<file path="config.mk">
export PLATFORM = sky130hd
export DESIGN_NAME = dispatch_queue
export DESIGN_NICKNAME = d
export VERILOG_FILES = /design/src/rtl/dispatch_queue.sv
export SDC_FILE = /design/constraint.sdc
export NUM_CORES = 2
export LEC_CHECK = 0
export ABC_CLOCK_PERIOD_IN_PS = 3400
export CORE_UTILIZATION = 35
export DETAILED_ROUTE_END_ITERATION = 10
export GPL_ROUTABILITY_DRIVEN = 0
export GPL_TIMING_DRIVEN = 0
export PLACE_DENSITY = 0.5
export SLEW_MARGIN = 0
export SYNTH_ARGS = -nofsm -noshare
export SYNTH_HDL_FRONTEND = slang
export SYNTH_SLANG_ARGS = --single-unit
</file>
<file path="constraint.sdc">
create_clock -name clk -period 3.4 [get_ports clk]
set_input_delay 0.51 -clock clk [delete_from_list [all_inputs] [get_ports clk]]
set_output_delay 0.51 -clock clk [all_outputs]
set_load 0.02 [all_outputs]
</file>
<file path="src/rtl/dispatch_queue.sv">
// dispatch_queue: DEPTH-entry in-order dispatch FIFO between decode/register-read
// and the RS/LSB/ROB. Stored operands snoop NUM_CDB result broadcast channels.
// The head is dispatched into registered outputs with same-cycle CDB forwarding.
// Optional build macro DISPATCH_STALL_CNT_EN adds the stall_cnt/dispatch_cnt counters.
module dispatch_queue #(
  parameter int unsigned DEPTH    = 4,
  parameter int unsigned NUM_CDB  = 2,
  parameter int unsigned ROB_ID_W = 4,
  parameter int unsigned DATA_W   = 32,
  parameter int unsigned OPNUM_W  = 6
) (
  input  logic                         clk,
  input  logic                         rst,
  input  logic                         in_valid,
  output logic                         in_ready,
  input  logic [OPNUM_W-1:0]           in_opnum,
  input  logic [4:0]                   in_rd,
  input  logic [DATA_W-1:0]            in_imm,
  input  logic [DATA_W-1:0]            in_pc,
  input  logic [DATA_W-1:0]            in_rollback_pc,
  input  logic                         in_is_jump,
  input  logic                         in_is_ls,
  input  logic                         in_pred_jump,
  input  logic [ROB_ID_W-1:0]          in_Q1,
  input  logic [ROB_ID_W-1:0]          in_Q2,
  input  logic [DATA_W-1:0]            in_V1,
  input  logic [DATA_W-1:0]            in_V2,
  input  logic [ROB_ID_W-1:0]          in_rob_id,
  input  logic [NUM_CDB-1:0]           cdb_valid,
  input  logic [NUM_CDB*ROB_ID_W-1:0]  cdb_rob_id,
  input  logic [NUM_CDB*DATA_W-1:0]    cdb_data,
  input  logic                         rob_full,
  input  logic                         rs_full,
  input  logic                         ls_full,
  input  logic                         rollback,
  output logic                         rob_en,
  output logic                         reg_en,
  output logic                         rs_en,
  output logic                         ls_en,
  output logic [OPNUM_W-1:0]           out_opnum,
  output logic [4:0]                   out_rd,
  output logic [DATA_W-1:0]            out_imm,
  output logic [DATA_W-1:0]            out_pc,
  output logic [DATA_W-1:0]            out_rollback_pc,
  output logic                         out_is_jump,
  output logic                         out_pred_jump,
  output logic [ROB_ID_W-1:0]          out_Q1,
  output logic [ROB_ID_W-1:0]          out_Q2,
  output logic [DATA_W-1:0]            out_V1,
  output logic [DATA_W-1:0]            out_V2,
`ifdef DISPATCH_STALL_CNT_EN
  output logic [31:0]                  stall_cnt,
  output logic [31:0]                  dispatch_cnt,
`endif
  output logic [ROB_ID_W-1:0]          out_rob_id
);

  localparam int unsigned PTR_W = $clog2(DEPTH);
  localparam int unsigned CNT_W = $clog2(DEPTH) + 1;

  typedef struct packed {
    logic [OPNUM_W-1:0]  opnum;
    logic [4:0]          rd;
    logic [DATA_W-1:0]   imm;
    logic [DATA_W-1:0]   pc;
    logic [DATA_W-1:0]   rollback_pc;
    logic                is_jump;
    logic                is_ls;
    logic                pred_jump;
    logic [ROB_ID_W-1:0] q1;
    logic [ROB_ID_W-1:0] q2;
    logic [DATA_W-1:0]   v1;
    logic [DATA_W-1:0]   v2;
  } entry_t;

  typedef struct packed {
    logic [OPNUM_W-1:0]  opnum;
    logic [4:0]          rd;
    logic [DATA_W-1:0]   imm;
    logic [DATA_W-1:0]   pc;
    logic [DATA_W-1:0]   rollback_pc;
    logic                is_jump;
    logic                pred_jump;
    logic [ROB_ID_W-1:0] q1;
    logic [ROB_ID_W-1:0] q2;
    logic [DATA_W-1:0]   v1;
    logic [DATA_W-1:0]   v2;
    logic [ROB_ID_W-1:0] rob_id;
  } out_t;

  entry_t             mem_q [DEPTH];
  entry_t             mem_d [DEPTH];
  logic [PTR_W-1:0]   head_q, head_d;
  logic [PTR_W-1:0]   tail_q, tail_d;
  logic [CNT_W-1:0]   count_q, count_d;
  out_t               out_q, out_d;
  logic [3:0]         strb_q, strb_d;   // {rob, reg, rs, ls}

  entry_t             head_e;
  entry_t             new_e;
  logic               disp_go;
  logic               enq_go;

  // Resolve one operand against the broadcast channels; lowest matching channel wins.
  function automatic logic [ROB_ID_W+DATA_W-1:0] snoop(
    input logic [ROB_ID_W-1:0]         q,
    input logic [DATA_W-1:0]           v,
    input logic [NUM_CDB-1:0]          vld,
    input logic [NUM_CDB*ROB_ID_W-1:0] ids,
    input logic [NUM_CDB*DATA_W-1:0]   dat
  );
    logic [ROB_ID_W-1:0] rq;
    logic [DATA_W-1:0]   rv;
    logic                hit;
    rq  = q;
    rv  = v;
    hit = 1'b0;
    for (int unsigned i = 0; i < NUM_CDB; i++) begin
      if (!hit && (q != '0) && vld[i] && (ids[i*ROB_ID_W +: ROB_ID_W] == q)) begin
        rq  = '0;
        rv  = dat[i*DATA_W +: DATA_W];
        hit = 1'b1;
      end
    end
    return {rq, rv};
  endfunction

  // A full queue never accepts, even when it also dequeues this cycle.
  assign in_ready = rst && (count_q < CNT_W'(DEPTH));

  // Queue bookkeeping, snooping, enqueue and dispatch selection.
  always_comb begin
    mem_d   = mem_q;
    head_d  = head_q;
    tail_d  = tail_q;
    count_d = count_q;
    out_d   = out_q;
    strb_d  = '0;
    new_e   = '0;

    head_e  = mem_q[head_q];
    disp_go = (count_q != '0) && !rob_full && (head_e.is_ls ? !ls_full : !rs_full) && !rollback;
    enq_go  = in_valid && in_ready && !rollback && (in_opnum != '0);

    new_e.opnum       = in_opnum;
    new_e.rd          = in_rd;
    new_e.imm         = in_imm;
    new_e.pc          = in_pc;
    new_e.rollback_pc = in_rollback_pc;
    new_e.is_jump     = in_is_jump;
    new_e.is_ls       = in_is_ls;
    new_e.pred_jump   = in_pred_jump;
    {new_e.q1, new_e.v1} = snoop(in_Q1, in_V1, cdb_valid, cdb_rob_id, cdb_data);
    {new_e.q2, new_e.v2} = snoop(in_Q2, in_V2, cdb_valid, cdb_rob_id, cdb_data);

    if (rollback) begin
      head_d  = '0;
      tail_d  = '0;
      count_d = '0;
    end else begin
      for (int unsigned i = 0; i < DEPTH; i++) begin
        {mem_d[i].q1, mem_d[i].v1} = snoop(mem_q[i].q1, mem_q[i].v1, cdb_valid, cdb_rob_id, cdb_data);
        {mem_d[i].q2, mem_d[i].v2} = snoop(mem_q[i].q2, mem_q[i].v2, cdb_valid, cdb_rob_id, cdb_data);
      end

      if (disp_go) begin
        out_d.opnum       = head_e.opnum;
        out_d.rd          = head_e.rd;
        out_d.imm         = head_e.imm;
        out_d.pc          = head_e.pc;
        out_d.rollback_pc = head_e.rollback_pc;
        out_d.is_jump     = head_e.is_jump;
        out_d.pred_jump   = head_e.pred_jump;
        out_d.q1          = mem_d[head_q].q1;
        out_d.v1          = mem_d[head_q].v1;
        out_d.q2          = mem_d[head_q].q2;
        out_d.v2          = mem_d[head_q].v2;
        out_d.rob_id      = in_rob_id;
        strb_d            = {1'b1, 1'b1, !head_e.is_ls, head_e.is_ls};
        head_d            = head_q + 1'b1;
      end

      if (enq_go) begin
        mem_d[tail_q] = new_e;
        tail_d        = tail_q + 1'b1;
      end

      count_d = count_q + CNT_W'(enq_go) - CNT_W'(disp_go);
    end
  end

  // State registers with asynchronous active-low clear.
  always_ff @(posedge clk or negedge rst) begin
    if (!rst) begin
      for (int unsigned i = 0; i < DEPTH; i++) begin
        mem_q[i] <= '0;
      end
      head_q  <= '0;
      tail_q  <= '0;
      count_q <= '0;
      out_q   <= '0;
      strb_q  <= '0;
    end else begin
      mem_q   <= mem_d;
      head_q  <= head_d;
      tail_q  <= tail_d;
      count_q <= count_d;
      out_q   <= out_d;
      strb_q  <= strb_d;
    end
  end

  assign {rob_en, reg_en, rs_en, ls_en} = strb_q;
  assign out_opnum       = out_q.opnum;
  assign out_rd          = out_q.rd;
  assign out_imm         = out_q.imm;
  assign out_pc          = out_q.pc;
  assign out_rollback_pc = out_q.rollback_pc;
  assign out_is_jump     = out_q.is_jump;
  assign out_pred_jump   = out_q.pred_jump;
  assign out_Q1          = out_q.q1;
  assign out_Q2          = out_q.q2;
  assign out_V1          = out_q.v1;
  assign out_V2          = out_q.v2;
  assign out_rob_id      = out_q.rob_id;

`ifdef DISPATCH_STALL_CNT_EN
  logic [31:0] stall_cnt_q, stall_cnt_d;
  logic [31:0] dispatch_cnt_q, dispatch_cnt_d;

  // Performance counters; rollback does not clear them.
  always_comb begin
    stall_cnt_d    = stall_cnt_q;
    dispatch_cnt_d = dispatch_cnt_q;
    if ((count_q != '0) && !rollback && !disp_go) begin
      stall_cnt_d = stall_cnt_q + 32'd1;
    end
    if (disp_go) begin
      dispatch_cnt_d = dispatch_cnt_q + 32'd1;
    end
  end

  // Counter registers.
  always_ff @(posedge clk or negedge rst) begin
    if (!rst) begin
      stall_cnt_q    <= '0;
      dispatch_cnt_q <= '0;
    end else begin
      stall_cnt_q    <= stall_cnt_d;
      dispatch_cnt_q <= dispatch_cnt_d;
    end
  end

  assign stall_cnt    = stall_cnt_q;
  assign dispatch_cnt = dispatch_cnt_q;
`endif

endmodule

</file>
[Yosys cells after proc, flatten, opt, wreduce, memory -nomap -nowiden]
Cells that the tools add are included.
Operators by class
  $add $sub $neg: 4
  magnitude comparators: 4
  equality and inequality tests: 20
  muxes and demuxes: 92
  bitwise logic cells: 3
  reductions and logical operators: 89
Operator list (count)
  32-bit 2-to-1 mux: 28
  182-bit binary-select mux with 2-bit select: 2
  728-bit bitwise mux: 1
  618-bit 2-to-1 mux: 1
  182-bit 2-to-1 mux: 3
  182-bit demux with 2-bit select: 1
  72-bit 2-to-1 mux: 2
  4-bit 2-to-1 mux: 30
  4-bit == test: 20
  1-bit logical AND: 58
  4-bit nonzero test: 10
  1-bit 2-to-1 mux: 19
  1-bit zero test: 15
  2-bit 2-to-1 mux: 4
  3-bit greater-or-equal comparator, second input constant: 2
  2-bit NOT with 3-bit output: 2
  6-bit nonzero test: 1
  2-bit by 1-bit adder with 2-bit output, second input constant: 2
  2-bit AND reduction: 2
  2-bit nonzero test: 2
  3-bit by 1-bit adder with 3-bit output: 1
  3-bit by 1-bit less-than comparator with 1-bit output, second input constant: 1
  3-bit less-than comparator, second input constant: 1
  3-bit 2-to-1 mux: 1
  other kinds (3): 3
Storage, ports and cells
  bits in registers: 924
  input port bits: 267
  output and inout bits: 190

[Logic depth before layout (Yosys ltp)]
  depth after elaboration: 14
  mapped depth: 13
  depth with buffers taken out: 11

[Worst setup path before layout]
Ideal clock, no wire load.
  path kind: reg2reg
  start point: reg head_q[0]
  end point: reg count_q[2]
  arrival: 2.826 ns
  path slack: 0.443 ns
  cell stages (with the launch flop): 14
  buffers on the path: 2
  clock period less this slack: 2.957 ns
  cell sequence: dfrtp_1 > mux4_2 > mux2i_1 > nand3b_1 > buf_2 > inv_4 > clkbuf_1 > ha_1 > inv_1 > ha_1 > inv_1 > fa_1 > xnor2_1 > nor2_1
On the way
  word-level cells in the longest chain between the ends: 9
Ends and longest elaborated chain
  from (decl): line 93  | logic [PTR_W-1:0] head_q, head_d;
  from (signal assigned): line 198  | head_q <= '0;
  from (signal assigned): line 205  | head_q <= head_d;
  2-bit NOT with 3-bit output (implied by the code): line 141  | head_e = mem_q[head_q];
  182-bit binary-select mux with 2-bit select: line 141
  182-bit 2-to-1 mux (implied by the code) (2 in series): line 141
  1-bit 2-to-1 mux: line 142  | disp_go = (count_q != '0) && !rob_full && (head_e.is_ls ? !ls_full : !rs_full) && !rollback;
  1-bit logical AND (2 in series): line 142
  3-bit by 1-bit subtractor with 3-bit output: line 188  | count_d = count_q + CNT_W'(enq_go) - CNT_W'(disp_go);
  3-bit 2-to-1 mux: line 156  | if (rollback) begin
  via count_d[2]: line 95  | logic [CNT_W-1:0] count_q, count_d;
  to (signal assigned): line 207  | count_q <= count_d;
  to (decl): line 95
The timed path passes the listed nets, and every way through them passes these cells. The select of a mux whose other input is x is not followed.
A chain may end at the register's enable or synchronous reset.

[Worst setup path after layout]
  start point: in cdb_rob_id[3]
  end point: reg out_q (netlist bit out_V2[24])
On the way
  word-level cells in the longest chain between the ends: 13
  elaborated cells on any way between the ends: 47
  those cells by class: eq/ne (4); mux (23); reduce/logical (20)
Ends and longest elaborated chain
  from (decl): line 30  | input logic [NUM_CDB*ROB_ID_W-1:0] cdb_rob_id,
  4-bit == test: line 119  | if (!hit && (q != '0) && vld[i] && (ids[i*ROB_ID_W +: ROB_ID_W] == q)) begin
  1-bit logical AND: line 119
  1-bit 2-to-1 mux: line 119
  1-bit 2-to-1 mux: line 156
  1-bit zero test: line 119
  1-bit logical AND (3 in series): line 119
  32-bit 2-to-1 mux: line 119
  32-bit 2-to-1 mux: line 156
  182-bit binary-select mux with 2-bit select *: line 177  | out_d.v2 = mem_d[head_q].v2;
  72-bit 2-to-1 mux (implied by the code) * (2 in series): line 177
  to (signal assigned): line 208  | out_q <= out_d;
  to (decl): line 96  | out_t out_q, out_d;
Mark *: on every way between the ends. The rest lies on a longest branch, timed or not. The select of a mux whose other input is x is not followed.

==> flow_summary_export.csv <==
group,metric,value,unit
yosys,syn_area,50400,um2
floorplan,start_util,35.4,%
floorplan,rows,138,
clocking,clk-insertion-delay-late,780,ps
yosys,async_flop_share,100,%
clocking,clockRootBuffer,"clkbuf_16",
final_layout,final_common_cell,"nand2_1",
sta,fin_skew,36.6,ps
sta,grt_setup_unrepaired,"true",
final_layout,layout_common_cells,"nand2_1 (2,194), dfrtp_1 (923), clkdlybuf4s50_1 (440), nor2_1 (325), clkbuf_1 (281)",
detailed_routing,vias,49500,
yosys,synthCells,5851,
final_layout,multi_input_area,24800,um2
clocking,cts_num_sinks,923,
global_route,antenna_found_initial,38,
clocking,numCtsBuffers,110,
floorplan,dieArea,145000,um2
detailed_routing,drt_iter0_markers,6318,
critical_path,worstPathArrival,4120,ps
yosys,ys_ff_latch,923,
sta,drv_slew,0,
global_route,grt-ovfl-total,0,
place,place_hpwl,173,mm
final_layout,nets,6701,
detailed_routing,wl_per_cell,29.5,um
critical_path,crit_path_end_kind,"flip-flop",
sta,holdWs,132,ps
critical_path,crit_type,"in -> reg",
floorplan,coreArea,142000,um2
yosys,syn_avg_cell_area,8.61,um2
final_layout,area_delta_synth_final,23.0,%
floorplan,die_y,381,um
power_and_ir_drop,pwr_density_cell,746,nW/um2
sta,setup_ws,-39.6,ps
run_status,status,"complete, but fails checks",
critical_path,crit_fanout,10,
power_and_ir_drop,power.leakage,28.1,nW
sta,slew-limit-headroom,2.99,%
clocking,clk_pin_slew,60,ps
final_layout,n_fill_cell,14200,
sta,tightest_slew,1460,ps
min_path,hold_class,"in -> reg",
clocking,cts_tree,"yes",
final_layout,ff_latch_area,23100,um2
run_status,violations,"setup timing",
detailed_routing,first_pass_iters,8,
detailed_routing,wirelength,248,mm
clocking,clock_path_buffers,3,
yosys,ys_warn_count,0,
yosys,synth-edff-count,0,
sta,min_period,3440,ps
yosys,mappedNetlistNets,6125,
detailed_routing,vias_per_cell,5.88,
detailed_routing,drcViolationCount,0,
detailed_routing,ant_nets,0,
critical_path,worst-endpoint-required,4080,ps
sta,fmax,291,MHz
floorplan,die_x,381,um
run,maxCapViolations,0,
final_layout,drive_gt1_share,10.3,%
yosys,ys_types,85,
final_layout,final_util,43.5,%
sta,hold_viol,0,
yosys,ys_seq_area_share,45.8,%
clocking,htreeDepth,3,
sta,post-route-period-util,101,%
critical_path,start_kind,"input port",
power_and_ir_drop,ir_drop,0.434,mV
place,port_buffers,441,
yosys,yosys_most_used_dff,"dfrtp_1",
floorplan,ios,457,
global_route,grt_max_degree,166,
global_route,grt_first_pass_wirelength,352,mm
global_route,grt_pass1_vias,48400,
sta,setup_viol,12,
global_route,grt_usage,33.4,%
[path summary, 6_finish.rpt]
path	from	to	slack (ps)	depth (start not counted)
max	cdb_rob_id[3]	out_V2[24]	-40	10
min	in_Q1[3]	mem_q[253]	130	2
max reg2reg	mem_q[428]	out_V2[24]	-30	8
min reg2reg	mem_q[135]	mem_q[135]	470	2
max in group asynchronous	rst	mem_q[118]	940	5
min in group asynchronous	rst	out_V1[20]	490	3
[through the flow]
| step | setup slack (ps) | total power, mW | std cells | cell area, um2 | setup TNS, ps |
|---|---|---|---|---|---|
| 4_1_cts | 2.88 | 46.0 | 8407 | 61800 | 0 |
| 5_1_grt | -35.6 | 48.5 | 8413 | 61900 | -81.9 |
| 6_report | -39.6 | 46.2 | 8424 | 62000 | -269 |
| 2_1_floorplan | 443 | 26.4 | 5851 | 50400 | 0 |
| 3_3_place_gp | -44050 | 32.0 | 8182 | 57200 | - |
| 3_5_place_dp | -2170 | 32.7 | 8188 | 57400 | -1364520 |
[area by class of cell]
cell class              count  area share [%]
clock inverters            45            1.20
clock buffers             158            5.22
plain buffers             526            4.08
repair buffers            466            7.99
inverters                  44           0.275
flip-flops and latches    923            37.3
diodes                     16          0.0646
well taps                1890            3.82
multi-input cells        4356            40.1
[synth_stat cells, types with 13 or more instances]
library cell,count,area [um2]
buf_4,18,135
nand4_1,21,131
nor2_1,327,1230
o2111ai_1,24,210
xnor2_1,59,517
a21oi_1,263,1320
nor2b_1,30,188
nand2_1,2195,8240
o21ai_0,219,1100
a311oi_1,25,219
buf_2,138,691
a211oi_1,103,773
a21oi_2,13,114
mux4_2,110,2480
buf_1,19,71.3
and2_1,18,113
a211o_1,13,114
o22ai_1,21,131
a32oi_1,19,166
nand3_1,17,85.1
a22o_1,20,175
o211ai_1,81,608
a2111oi_0,42,368
dfrtp_1,923,23100
inv_1,42,158
o21ai_1,22,110
o221ai_1,46,403
o31ai_1,13,97.6
nor3b_1,16,120
buf_6,15,169
a22oi_1,47,353
mux2_2,54,608
nor3_1,33,165
mux2i_1,241,2410
a31oi_1,73,457
a221o_1,42,420
clkbuf_1,335,1260
a221oi_1,21,184
[per-layer routing]
| metal | GRT usage, % | share of wire [%] |
|---|---|---|
| met3 | 11.9 | 12 |
| met5 | 0 | 0.13 |
| met4 | 19.3 | 6.8 |
| met2 | 49.5 | 43 |
| met1 | 41.9 | 39 |
[registers in the layout, indices dropped and copies added (netlist names)]
signal	count
count_q	3
out_rollback_pc	32
out_rob_id	4
mem_q	728
strb_q	3
out_imm	32
out_pred_jump	1
head_q	2
out_V1	32
out_Q1	4
out_rd	5
out_V2	32
out_pc	32
out_Q2	4
tail_q	2
out_is_jump	1
out_opnum	6
[cell families after synthesis]
| group | share of synthesized area, % |
|---|---|
| AO/OA/AOI/OAI | 15.8 |
| XOR/XNOR | 1.18 |
| flip-flops | 45.8 |
| buffers and inverters | 5.01 |
| AND/OR/NAND/NOR | 21.0 |
| multiplexers | 10.9 |
| adder cells (fa/ha/maj) | 0.189 |
[worst max-delay path: stages]
cell and delay, ps:
clkdlybuf4s50_1 580, buf_2 320, and2_1 170, a21oi_1 60
nor2_2 720, clkbuf_1 730, nor2_1 70, o21ai_0 370
nor3b_1 400, a211o_1 170
[report_power, final]
part | internal (mW) | switching, mW | total, mW
Clock | 7.83 | 5.29 | 13.1
Combinational | 6.91 | 8.72 | 15.6
Sequential | 14.8 | 2.66 | 17.5
Total | 29.6 | 16.7 | 46.2
[what timing repair did]
action	4_1_cts	5_1_grt
pin swaps	1	0
hold buffers	12	0
endpoints found under the setup margin	824	374
gates cloned	3	0
setup buffers	3	1
endpoints found under the hold margin	138	0
resized for setup	57	93
(Power assumes the default switching activity.)
